<file path="config.mk">
export PLATFORM = sky130hd
export DESIGN_NAME = i2c_slave_write_byte
export DESIGN_NICKNAME = d
export VERILOG_FILES = /design/src/rtl/i2c_slave_write_byte_pkg.sv /design/src/rtl/i2c_slave_write_byte_bit.sv /design/src/rtl/i2c_slave_write_byte.sv
export SDC_FILE = /design/constraint.sdc
export NUM_CORES = 1
export LEC_CHECK = 0
export ABC_CLOCK_PERIOD_IN_PS = 2200
export CORE_ASPECT_RATIO = 0.8
export CORE_MARGIN = 2
export CORE_UTILIZATION = 53
export CTS_CLUSTER_DIAMETER = 50
export CTS_CLUSTER_SIZE = 20
export DETAILED_ROUTE_END_ITERATION = 8
export GPL_TIMING_DRIVEN = 0
export PLACE_DENSITY = 0.86
export SETUP_SLACK_MARGIN = 0.1
export SLEW_MARGIN = 30
export SYNTH_ARGS = -nofsm -noshare
export SYNTH_HDL_FRONTEND = slang
export SYNTH_SLANG_ARGS = --single-unit
</file>
<file path="constraint.sdc">
create_clock -name clk -period 2.2 [get_ports clk]
set_input_delay 0.55 -clock clk [delete_from_list [all_inputs] [get_ports clk]]
set_output_delay 0.55 -clock clk [all_outputs]
set_load 0.03 [all_outputs]
</file>
<file path="src/rtl/i2c_slave_write_byte_pkg.sv">
// Shared definitions for the I2C slave byte-transmit path.
// Holds the byte-controller state encoding and the SDA levels that the
// master uses to signal ACK / NACK in the ninth bit slot.
package i2c_slave_write_byte_pkg;

    typedef enum logic [1:0] {
        ST_IDLE = 2'd0,
        ST_DATA = 2'd1,
        ST_ACK  = 2'd2,
        ST_DONE = 2'd3
    } byte_state_t;

    // SDA level seen in the ACK slot: low = ACK, high (released) = NACK.
    localparam logic I2C_ACK_LEVEL  = 1'b0;
    localparam logic I2C_NACK_LEVEL = 1'b1;

endpackage

</file>
<file path="src/rtl/i2c_slave_write_byte_bit.sv">
// Bit-level SDA driver for the I2C slave transmit path.
// While enabled it drives one bit cell per SCL period and pulses
// bit_write_finish on the SCL fall that closes each cell. Driving only
// starts once SCL is seen low, so SDA never moves while SCL is high.
// Ports:
//   clk, rst_n        clock, asynchronous active-low reset
//   bit_write_en      level enable, held across consecutive bits
//   bit_write_i       bit to drive for the current cell
//   scl_i             synchronised SCL
//   sda_o             SDA drive value, 1 = released
//   bit_write_finish  one-cycle pulse at the closing SCL fall of a cell
module i2c_slave_write_bit (
    input  logic clk,
    input  logic rst_n,
    input  logic bit_write_en,
    input  logic bit_write_i,
    input  logic scl_i,
    output logic sda_o,
    output logic bit_write_finish
);

    logic active;
    logic scl_last;

    // Gated with the enable so that an abort releases SDA in the same cycle.
    // The value follows bit_write_i directly so the next bit appears right
    // after the controller shifts, well inside the SCL low phase.
    assign sda_o = (bit_write_en && active) ? bit_write_i : 1'b1;

    always_ff @(posedge clk or negedge rst_n) begin
        if (!rst_n) begin
            active           <= 1'b0;
            scl_last         <= 1'b1;
            bit_write_finish <= 1'b0;
        end else begin
            scl_last         <= scl_i;
            bit_write_finish <= 1'b0;
            if (!bit_write_en) begin
                active <= 1'b0;
            end else if (!active) begin
                if (!scl_i) begin
                    active <= 1'b1;
                end
            end else if (scl_last && !scl_i) begin
                // Started in a low phase, so any fall seen now closes a cell.
                bit_write_finish <= 1'b1;
            end
        end
    end

endmodule

</file>
<file path="src/rtl/i2c_slave_write_byte.sv">
// Byte-level transmit controller for the I2C slave read-data path.
// Sends one byte MSB first through the bit driver, releases SDA for the
// master's ACK slot, samples it and reports the result.
// Ports:
//   clk, rst_n         clock, asynchronous active-low reset
//   byte_write_en      level request; dropping it aborts the frame
//   byte_write_i       byte to send, captured when the request starts
//   byte_write_finish  one-cycle pulse at the end of the ACK slot
//   ack_o              1 = master ACK, 0 = NACK
//   scl_i, sda_i       synchronised bus inputs
//   sda_o              SDA drive value, 1 = released
module i2c_slave_write_byte
    import i2c_slave_write_byte_pkg::*;
#(
    parameter int BYTE_WIDTH = 8
) (
    input  logic                  clk,
    input  logic                  rst_n,
    input  logic                  byte_write_en,
    input  logic [BYTE_WIDTH-1:0] byte_write_i,
    output logic                  byte_write_finish,
    output logic                  ack_o,
    input  logic                  scl_i,
    input  logic                  sda_i,
    output logic                  sda_o
);

    localparam int CW = (BYTE_WIDTH > 1) ? $clog2(BYTE_WIDTH) : 1;
    localparam logic [CW-1:0] LAST_BIT = CW'(BYTE_WIDTH - 1);

    byte_state_t           state;
    logic [BYTE_WIDTH-1:0] shift_reg;
    logic [CW-1:0]         count;
    logic                  scl_last;
    logic                  scl_rise;
    logic                  scl_fall;
    logic                  bit_write_en;
    logic                  bit_sda;
    logic                  bit_write_finish;

    assign scl_rise = scl_i && !scl_last;
    assign scl_fall = !scl_i && scl_last;

    // Request is folded in combinationally so an abort disables the bit
    // driver and releases SDA without waiting for the state change.
    assign bit_write_en = (state == ST_DATA) && byte_write_en;
    assign sda_o        = bit_write_en ? bit_sda : 1'b1;

    i2c_slave_write_bit u_bit (
        .clk              (clk),
        .rst_n            (rst_n),
        .bit_write_en     (bit_write_en),
        .bit_write_i      (shift_reg[BYTE_WIDTH-1]),
        .scl_i            (scl_i),
        .sda_o            (bit_sda),
        .bit_write_finish (bit_write_finish)
    );

    always_ff @(posedge clk or negedge rst_n) begin
        if (!rst_n) begin
            state             <= ST_IDLE;
            shift_reg         <= '0;
            count             <= '0;
            scl_last          <= 1'b1;
            byte_write_finish <= 1'b0;
            ack_o             <= 1'b0;
        end else begin
            scl_last          <= scl_i;
            byte_write_finish <= 1'b0;
            case (state)
                ST_IDLE: begin
                    if (byte_write_en) begin
                        shift_reg <= byte_write_i;
                        count     <= '0;
                        state     <= ST_DATA;
                    end
                end
                ST_DATA: begin
                    if (!byte_write_en) begin
                        state <= ST_IDLE;
                    end else if (bit_write_finish) begin
                        shift_reg <= shift_reg << 1;
                        // Counter stops at the last bit rather than wrapping.
                        if (count == LAST_BIT) begin
                            state <= ST_ACK;
                        end else begin
                            count <= count + 1'b1;
                        end
                    end
                end
                ST_ACK: begin
                    // Abort takes priority over a coincident SCL rise.
                    if (!byte_write_en) begin
                        state <= ST_IDLE;
                    end else begin
                        if (scl_rise) begin
                            ack_o <= (sda_i == I2C_ACK_LEVEL);
                        end
                        if (scl_fall) begin
                            byte_write_finish <= 1'b1;
                            state             <= ST_DONE;
                        end
                    end
                end
                ST_DONE: begin
                    // A new frame requires the request to go low first.
                    if (!byte_write_en) begin
                        state <= ST_IDLE;
                    end
                end
                default: state <= ST_IDLE;
            endcase
        end
    end

endmodule

</file>
==> impl_metrics.ini <==
[outcome]
status = finished clean

[worst_hold_path]
holdPathStages = 1
hold_class = register to register

[route]
firstDrtPassIters = 4
drcViolationCount = 0
wirelength_um = 1740
ant_nets = 0
drtIter0Drc = 11
wl_per_cell_um = 13.8
drt-vias-per-instance = 5.60
met2_length_um = 826
routed.top_layer = met4
wl_met1_um = 831
vias = 705
wl_met3_um = 74

[yosys]
yosysUniqueCellTypes = 25
ys_warn_count = 0
synth_edf_count = 0
ys_seq_elements = 18
yosysMostFrequentCell = dfrtp_1
seq_area_frac_synth_pct = 52.4
synth_nets = 98
synth_cells = 83
synthTopCellsByArea = dfrtp_1 (49%), o21ai_0 (5.8%), buf_6 (5.2%)
synth_area_um2 = 862
ys.flop_type = dfrtp_1
synthDominantCellAreaShare_pct = 49.3
synth_commonest_cells = dfrtp_1 (17), o21ai_0 (10), o21ai_1 (8)
synth.avg_cell_area_um2 = 10.4
async_reset_ff_share_pct = 100
synth_top_area_cell = dfrtp_1

[layout]
antenna_cells = 0
area_growth_pct = 27.0
num-nets-final = 121
fin_area_um2 = 1090
fin_cells = 126
drive_above_1_share_pct = 19.0
largest_reg_flops = 8
post-route-util_pct = 75.2
n_fill_cell = 107

[clock_tree]
ctsLongestPathBuffers = 2
cts_tree = done
root_buffer = clkbuf_4
clk_pin_slew_worst_paths_ns = 0.10
clock_latency_ns = 0.29
cts_buffers = 3
cts_sinks = 18
htree_levels = 1

[place]
place_area_um2 = 1040
dp_cells = 119
place_congestion = 0.704
portBuffers = 15
dp_hpwl_um = 1200

[setup_path]
worstSetupPathType = register to primary output
crit_path_end_kind = primary output
cp_data_arrival_time_ns = 1.48
crit_chain = and2b_2 -> nand3_1 -> or2_2 -> buf_6
cp.required_ns = 1.65
cp_max_fo = 4
critPathLaunchType = register
slowest_stage = dfrtp_2
worst-r2r-setup-slack_ns = 0.79
crit_path_max_incr_delay_ns = 0.44
rr_worst_depth = 5

[global_route]
first_global_vias = 694
grt_antenna_before_repair = 0
grt_usage_pct = 20.8
grt_max_degree = 19
grt_overflow = 0
grt_pass1_wl_um = 2990

[die]
start_util_pct = 59.2
die_h_um = 40.1
die-area_um2 = 1970
num_io_pins = 16
die_w_um = 49.1
core.rowCount = 12
core_um2 = 1460

[power]
combPwrFrac_pct = 18.3
power.density_nw_per_um2 = 667
cellLeakagePower_nw = 0.464
p_int_mw = 0.541
finalPower_mw = 0.730
seq_power_share_pct = 54.0
power_switching_mw = 0.189
clock_power_share_pct = 27.7
p_sw_share_pct = 25.9
vdd_drop_max_uv = 412

[timing]
whs_ns = 0.513
slew_headroom_pct = 45.3
min_period_ns = 2.03
finalCritPeriodShare_pct = 92.3
fmax_mhz = 492
fin_worst_skew_ns = 0.00293
rsz0062_at_grt = false
hold_violations = 0
maxSlewViolCount = 0
finalSetupViolations = 0
worstMarginPinSlew_ns = 0.817

[job]
maxCapViolCount = 0
-- final cells by class --
class / count / area (um2) / area share, %
Tap cell: 21 / 26.3 / 2.40
Multi-Input combinational cell: 58 / 352 / 32.1
Clock buffer: 4 / 36.3 / 3.31
Inverter: 1 / 3.75 / 0.343
Timing Repair Buffer: 18 / 169 / 15.4
Sequential cell: 18 / 453 / 41.4
Buffer: 6 / 55.1 / 5.03
-- power by group through the flow --
stage	Combinational [mW]	Clock (mW)	Sequential, mW
6_report	0.133	0.202	0.394
3_5_place_dp	0.132	0	0.401
4_1_cts	0.134	0.207	0.394
5_1_grt	0.149	0.221	0.400
2_1_floorplan	0.0825	0	0.395
3_3_place_gp	0.125	0	0.398
-- worst paths after layout --
path / from / to
max in group asynchronous: rst_n / state[1]
hold reg to reg: shift_reg[0] / shift_reg[0]
setup reg to reg: count[0] / count[1]
hold / removal: shift_reg[0] / shift_reg[0]
min in group asynchronous: rst_n / state[1]
setup / recovery: state[1] / sda_o
-- stage by stage --
step,setup TNS (ns),worst slack (ns)
2_1_floorplan,0,0.511
3_3_place_gp,-0.594,-0.594
3_5_place_dp,-0.586,-0.586
4_1_cts,0,0.116
5_1_grt,0,0.107
6_report,0,0.169
-- layout by cell type, fill, tap and decap left out, types with 3 or more instances in the layout --
| master | n |
|---|---|
| buf_4 | 3 |
| buf_6 | 5 |
| clkbuf_4 | 3 |
| clkdlybuf4s50_1 | 13 |
| dfrtp_1 | 16 |
| nand2b_1 | 4 |
| nand3_1 | 6 |
| nor2b_1 | 3 |
| o211ai_1 | 3 |
| o21ai_0 | 10 |
| o21ai_1 | 8 |
| o22ai_1 | 7 |
-- routing by layer --
| layer | up-vias | track usage [%] |
|---|---|---|
| li1 | 347 | - |
| met1 | 339 | 26.7 |
| met2 | 17 | 36.1 |
| met3 | 2 | 5.97 |
| met4 | 0 | 4.29 |
| met5 | - | 0 |
-- worst max-delay path, delay by kind of cell, from the launching register on --
kind                   cells  cell delay, ns
flip-flops                 1            0.44
buffers and inverters      1            0.14
AND/OR/NAND/NOR            3            0.61
-- kinds of logic (layout without fill, tap and decap cells) --
| kind of cell | after synthesis | in the layout | synth area share [%] |
|---|---|---|---|
| fa+ha+maj | 2 | 2 | 2.90 |
| compound gates | 32 | 32 | 21.9 |
| flops | 18 | 18 | 52.4 |
| simple gates | 24 | 24 | 16.0 |
| buf+inv | 7 | 29 | 6.82 |
-- timing repair --
item | 4_1_cts | 5_1_grt
hold endpoints to repair | 0 | 0
gates resized for setup | 6 | 6
setup buffers | 1 | 2
hold buffers | 0 | 0
pin swaps | 0 | 0
setup endpoints to repair | 1 | 1
No activity file was read; power rests on OpenSTA's default activity.
